[config.mk]
export PLATFORM = sky130hd
export DESIGN_NAME = ex_mem_skid
export DESIGN_NICKNAME = d
export VERILOG_FILES = /design/src/rtl/ex_mem_skid_pkg.sv /design/src/rtl/ex_mem_skid_entry_reg.sv /design/src/rtl/ex_mem_skid.sv
export SDC_FILE = /design/constraint.sdc
export NUM_CORES = 1
export LEC_CHECK = 0
export BUFFER_PORTS_ARGS = -buffer_cell sky130_fd_sc_hd__clkbuf_2
export CORE_ASPECT_RATIO = 1.1
export CORE_MARGIN = 4
export CORE_UTILIZATION = 58
export DETAILED_ROUTE_END_ITERATION = 6
export GPL_TIMING_DRIVEN = 1
export PLACE_DENSITY = 0.81
export RECOVER_POWER = 50
export SLEW_MARGIN = 20
export SYNTH_ARGS = -nofsm -noshare
export SYNTH_HDL_FRONTEND = slang
export SYNTH_SLANG_ARGS = --single-unit
[constraint.sdc]
create_clock -name clk -period 3.8 [get_ports clk]
set_clock_uncertainty 0.2 [all_clocks]
set_input_delay 0.57 -clock clk [delete_from_list [all_inputs] [get_ports clk]]
set_output_delay 0.57 -clock clk [all_outputs]
set_load 0.005 [all_outputs]
[src/rtl/ex_mem_skid_pkg.sv]
// Shared widths, entry bundle and occupancy states for the EX/MEM skid stage.
package ex_mem_skid_pkg;

    localparam int XLEN = 32;
    localparam int REGW = 5;

    typedef struct packed {
        logic [XLEN-1:0] result;
        logic [XLEN-1:0] wdata;
        logic [REGW-1:0] rd;
        logic            reg_write;
        logic            mem_read;
        logic            mem_write;
        logic            branch;
    } ex_mem_entry_t;

    typedef enum logic [1:0] {
        EMPTY = 2'd0,
        ONE   = 2'd1,
        FULL  = 2'd2
    } skid_state_t;

endpackage

[src/rtl/ex_mem_skid_entry_reg.sv]
// One EX/MEM entry register; loads only when enabled so idle cycles do not toggle it.
module skid_entry_reg
    import ex_mem_skid_pkg::*;
(
    input  logic          clk,
    input  logic          rst,
    input  logic          load,
    input  ex_mem_entry_t d,
    output ex_mem_entry_t q
);

    always_ff @(posedge clk) begin
        if (rst) begin
            q <= '0;
        end else if (load) begin
            q <= d;
        end
    end

endmodule

[src/rtl/ex_mem_skid.sv]
// EX/MEM pipeline stage with a two-deep skid buffer (head H drives *_mem, S holds overflow).
module ex_mem_skid
    import ex_mem_skid_pkg::*;
(
    input  logic            clk,
    input  logic            rst,
    input  logic            valid_ex,
    input  logic            alu_ready,
    input  logic [XLEN-1:0] alu_result_ex,
    input  logic            branch_alu,
    input  logic [XLEN-1:0] write_data_ex,
    input  logic [REGW-1:0] rd_ex,
    input  logic            reg_write_ex,
    input  logic            mem_read_ex,
    input  logic            mem_write_ex,
    input  logic            flush,
    input  logic            data_ready_mem,
    output logic            stall_ex,
    output logic            valid_mem,
    output logic [XLEN-1:0] alu_result_mem,
    output logic [XLEN-1:0] write_data_mem,
    output logic [REGW-1:0] rd_mem,
    output logic            reg_write_mem,
    output logic            mem_read_mem,
    output logic            mem_write_mem,
    output logic            branch_mem,
    output logic            fwd_valid
);

    skid_state_t   state, state_next;
    ex_mem_entry_t in_entry, h_d, h_q, s_q;
    logic          accept, pop;
    logic          load_h, load_s, h_from_s;

    assign in_entry = '{result:    alu_result_ex,
                        wdata:     write_data_ex,
                        rd:        rd_ex,
                        reg_write: reg_write_ex,
                        mem_read:  mem_read_ex,
                        mem_write: mem_write_ex,
                        branch:    branch_alu};

    assign valid_mem = (state != EMPTY);
    assign accept    = valid_ex & alu_ready & (state != FULL);
    assign pop       = valid_mem & data_ready_mem;
    assign stall_ex  = valid_ex & (~alu_ready | (state == FULL));

    always_ff @(posedge clk) begin
        if (rst) begin
            state <= EMPTY;
        end else begin
            state <= state_next;
        end
    end

    always_comb begin
        state_next = state;
        load_h     = 1'b0;
        load_s     = 1'b0;
        h_from_s   = 1'b0;
        if (flush) begin
            // Redirect wins: drop everything buffered and anything arriving now.
            state_next = EMPTY;
        end else begin
            unique case (state)
                EMPTY: begin
                    if (accept) begin
                        state_next = ONE;
                        load_h     = 1'b1;
                    end
                end
                ONE: begin
                    if (accept && pop) begin
                        load_h = 1'b1;
                    end else if (accept) begin
                        state_next = FULL;
                        load_s     = 1'b1;
                    end else if (pop) begin
                        state_next = EMPTY;
                    end
                end
                FULL: begin
                    if (pop) begin
                        state_next = ONE;
                        load_h     = 1'b1;
                        h_from_s   = 1'b1;
                    end
                end
                default: state_next = EMPTY;
            endcase
        end
    end

    assign h_d = h_from_s ? s_q : in_entry;

    skid_entry_reg u_head (
        .clk  (clk),
        .rst  (rst),
        .load (load_h),
        .d    (h_d),
        .q    (h_q)
    );

    skid_entry_reg u_skid (
        .clk  (clk),
        .rst  (rst),
        .load (load_s),
        .d    (in_entry),
        .q    (s_q)
    );

    // Control bits are gated so a flushed stage never leaks stale writes downstream.
    assign alu_result_mem = h_q.result;
    assign write_data_mem = h_q.wdata;
    assign rd_mem         = h_q.rd;
    assign reg_write_mem  = valid_mem & h_q.reg_write;
    assign mem_read_mem   = valid_mem & h_q.mem_read;
    assign mem_write_mem  = valid_mem & h_q.mem_write;
    assign branch_mem     = valid_mem & h_q.branch;
    assign fwd_valid      = reg_write_mem & (h_q.rd != '0);

endmodule

==> impl_metrics.ini <==
[yosys]
yosysMostFrequentCell = nand2_1
seq_area_frac_synth_pct = 44.5
synth_area_leaders = dfxtp_1 45%, nand2_1 17%, buf_4 9.2%
synthDistinctLibCells = 27
syn-cell-area_sq_um = 6660
synth_top_area_cell = dfxtp_1
synth-edff-count = 0
avgSynthCellArea_sq_um = 8.15
synthCells = 817
synth_commonest_cells = 294 x nand2_1, 148 x dfxtp_1, 82 x buf_4, 74 x nor2_1, 73 x a21oi_1
synth.top_cell.area_share_pct = 44.5
async_flop_share_pct = 0
ys_warn_count = 0
synth_nets = 896
ys_seq_elements = 148
ys.flop_type = dfxtp_1

[layout]
fillers = 972
final_cells = 1025
areaGrowthSynthToFinish_pct = 11.2
diodes = 0
nNetsFinal = 944
design_area_sq_um = 7400
drive_above_1_share_pct = 22.0

[clock_network]
clock_sinks = 148
post_cts_buffers = 0
cts_tree = built
cts_root_buf = clkbuf_16
ctsResizeCount = 0
clock_path_buffers = 2
holdBufCountCts = 0
clkLatencyLatePin_ps = 400
cts_buffers = 17
h-tree-depth = 4
cts.clk_slew.worst_paths_ps = 60

[global_routing]
overflow = 0
grtUsageTotal_pct = 22.5
grt_max_degree = 115
grt_pass1_wl_mm = 24.0
antenna_found_initial = 0
grt_pass1_vias = 5110

[sta]
min_period_over_period_pct = 79.4
finalMaxSlewViolations = 74
setup_viol_count_final = 0
rsz0062_at_grt = false
setup-tns-final_ps = 0
period_needed_ps = 3020
slew_headroom_pct = -5.11
fmax_ghz = 0.331
worstMarginPinSlew_ps = 1580
hold_viol = 0

[place]
hpwl_mm = 8.88
dp.cells = 993
gp_congestion = 0.787
place_area_sq_um = 6850
port_buffers = 154

[pwr]
power.total_w = 0.00363
irDropWorstVdd_v = 0.000272
p_leak_nw = 2.75
power_density_nw_per_um2 = 491

[setup_path]
worstPathRequired_ps = 3920
worstPathMaxFanout = 73
crit_arrival_ps = 3130
endpoint_kind = flip-flop
path_class = reg -> reg
cp-start-kind = flip-flop

[die]
dieArea_sq_um = 13300
fp.dieH_microns = 120
die_w_microns = 110
core_area_sq_um = 11100
num_rows = 40
start_util_pct = 60.2
ioPinCount = 155

[run_status]
violations = max-capacitance violations, max-slew violations
status = finished with violations

[routing]
antenna_left = 0
drt_iter0_markers = 334
drc = 0
vias = 5520
first_pass_iters = 6
wl_mm = 14.9
wl_per_cell_microns = 14.5
via_per_inst = 5.39

[run]
maxCapViolCount = 1

[worst_hold_path]
hold_path_class = in -> reg
[worst max-delay path, cell delays in order (launching register included)]
cell      delay [ps]
dfxtp_1          590
nand2b_1         180
nor3b_2          190
clkbuf_2        1170
nand2_1          260
a311oi_2         290
[through the flow]
step	setup slack [ps]	hold WS (ps)	utilization, %
3_5_place_dp	1150	247	62.0
4_1_cts	1270	177	67.6
3_3_place_gp	1210	242	62.0
6_report	783	194	66.9
5_1_grt	599	182	66.9
2_1_floorplan	1850	237	-
[path summary, 6_finish.rpt]
path,start,endpoint,slack (ps),cells past startpoint
setup / recovery,state[1],u_head.q[0],780,5
hold reg to reg,u_skid.q[44],u_skid.q[44],250,2
setup reg to reg,state[1],u_head.q[0],780,5
hold / removal,write_data_ex[10],u_skid.q[19],190,3
[registers in the layout (all words and copies together) (netlist names)]
name      count
u_skid.q     73
state         2
u_head.q     73
[power by group]
group | internal (W) | switching [W] | total, W
sequential | 0.00160 | 0.0000259 | 0.00162
combinational | 0.000110 | 0.000146 | 0.000256
clock | 0.00112 | 0.000634 | 0.00175
total | 0.00282 | 0.000806 | 0.00363
[layout make-up]
class / instances / area, sq um / area share, %
Timing Repair Buffer: 163 / 812 / 11.0
Clock buffer: 20 / 447 / 6.04
Tap cell: 147 / 184 / 2.49
Clock inverter: 12 / 179 / 2.42
Inverter: 1 / 3.75 / 0.0507
Sequential cell: 148 / 2960 / 40.0
Multi-Input combinational cell: 534 / 2810 / 38.0
[routing by layer]
metal | global-route usage (%) | up-vias | wire (microns)
met1 | 28.2 | 2573 | 6360
met2 | 37.8 | 171 | 7320
li1 | - | 2755 | -
met5 | 0 | - | 0
met4 | 6.31 | 0 | 199
met3 | 6.14 | 21 | 991
[logic make-up (layout without fill, tap and decap cells)]
kind of cell | after synthesis | after routing | synth area share, %
and+or+nand+nor | 381 | 381 | 22.2
AOI/OAI and AO/OA | 152 | 152 | 19.7
muxes | 1 | 1 | 0.150
buffers and inverters | 135 | 196 | 13.5
DFF | 148 | 148 | 44.5
[placed cells by master, fill, tap and decap left out, types with 2 or more instances in the layout]
cell type	synthesis	routed
nand2_1	294	294
dfxtp_1	148	148
clkbuf_2	0	113
nor2_1	74	74
a21oi_1	73	73
clkbuf_1	24	41
a311oi_1	33	37
a311oi_2	40	36
clkbuf_16	0	17
buf_4	82	7
nor2b_1	5	5
bufinv_16	0	4
clkinvlp_4	0	3
o21a_1	2	2
clkinv_2	0	2
clkinv_4	0	2
buf_1	3	2
buf_12	0	2
Note: power is estimated with default switching activity, not from simulation.
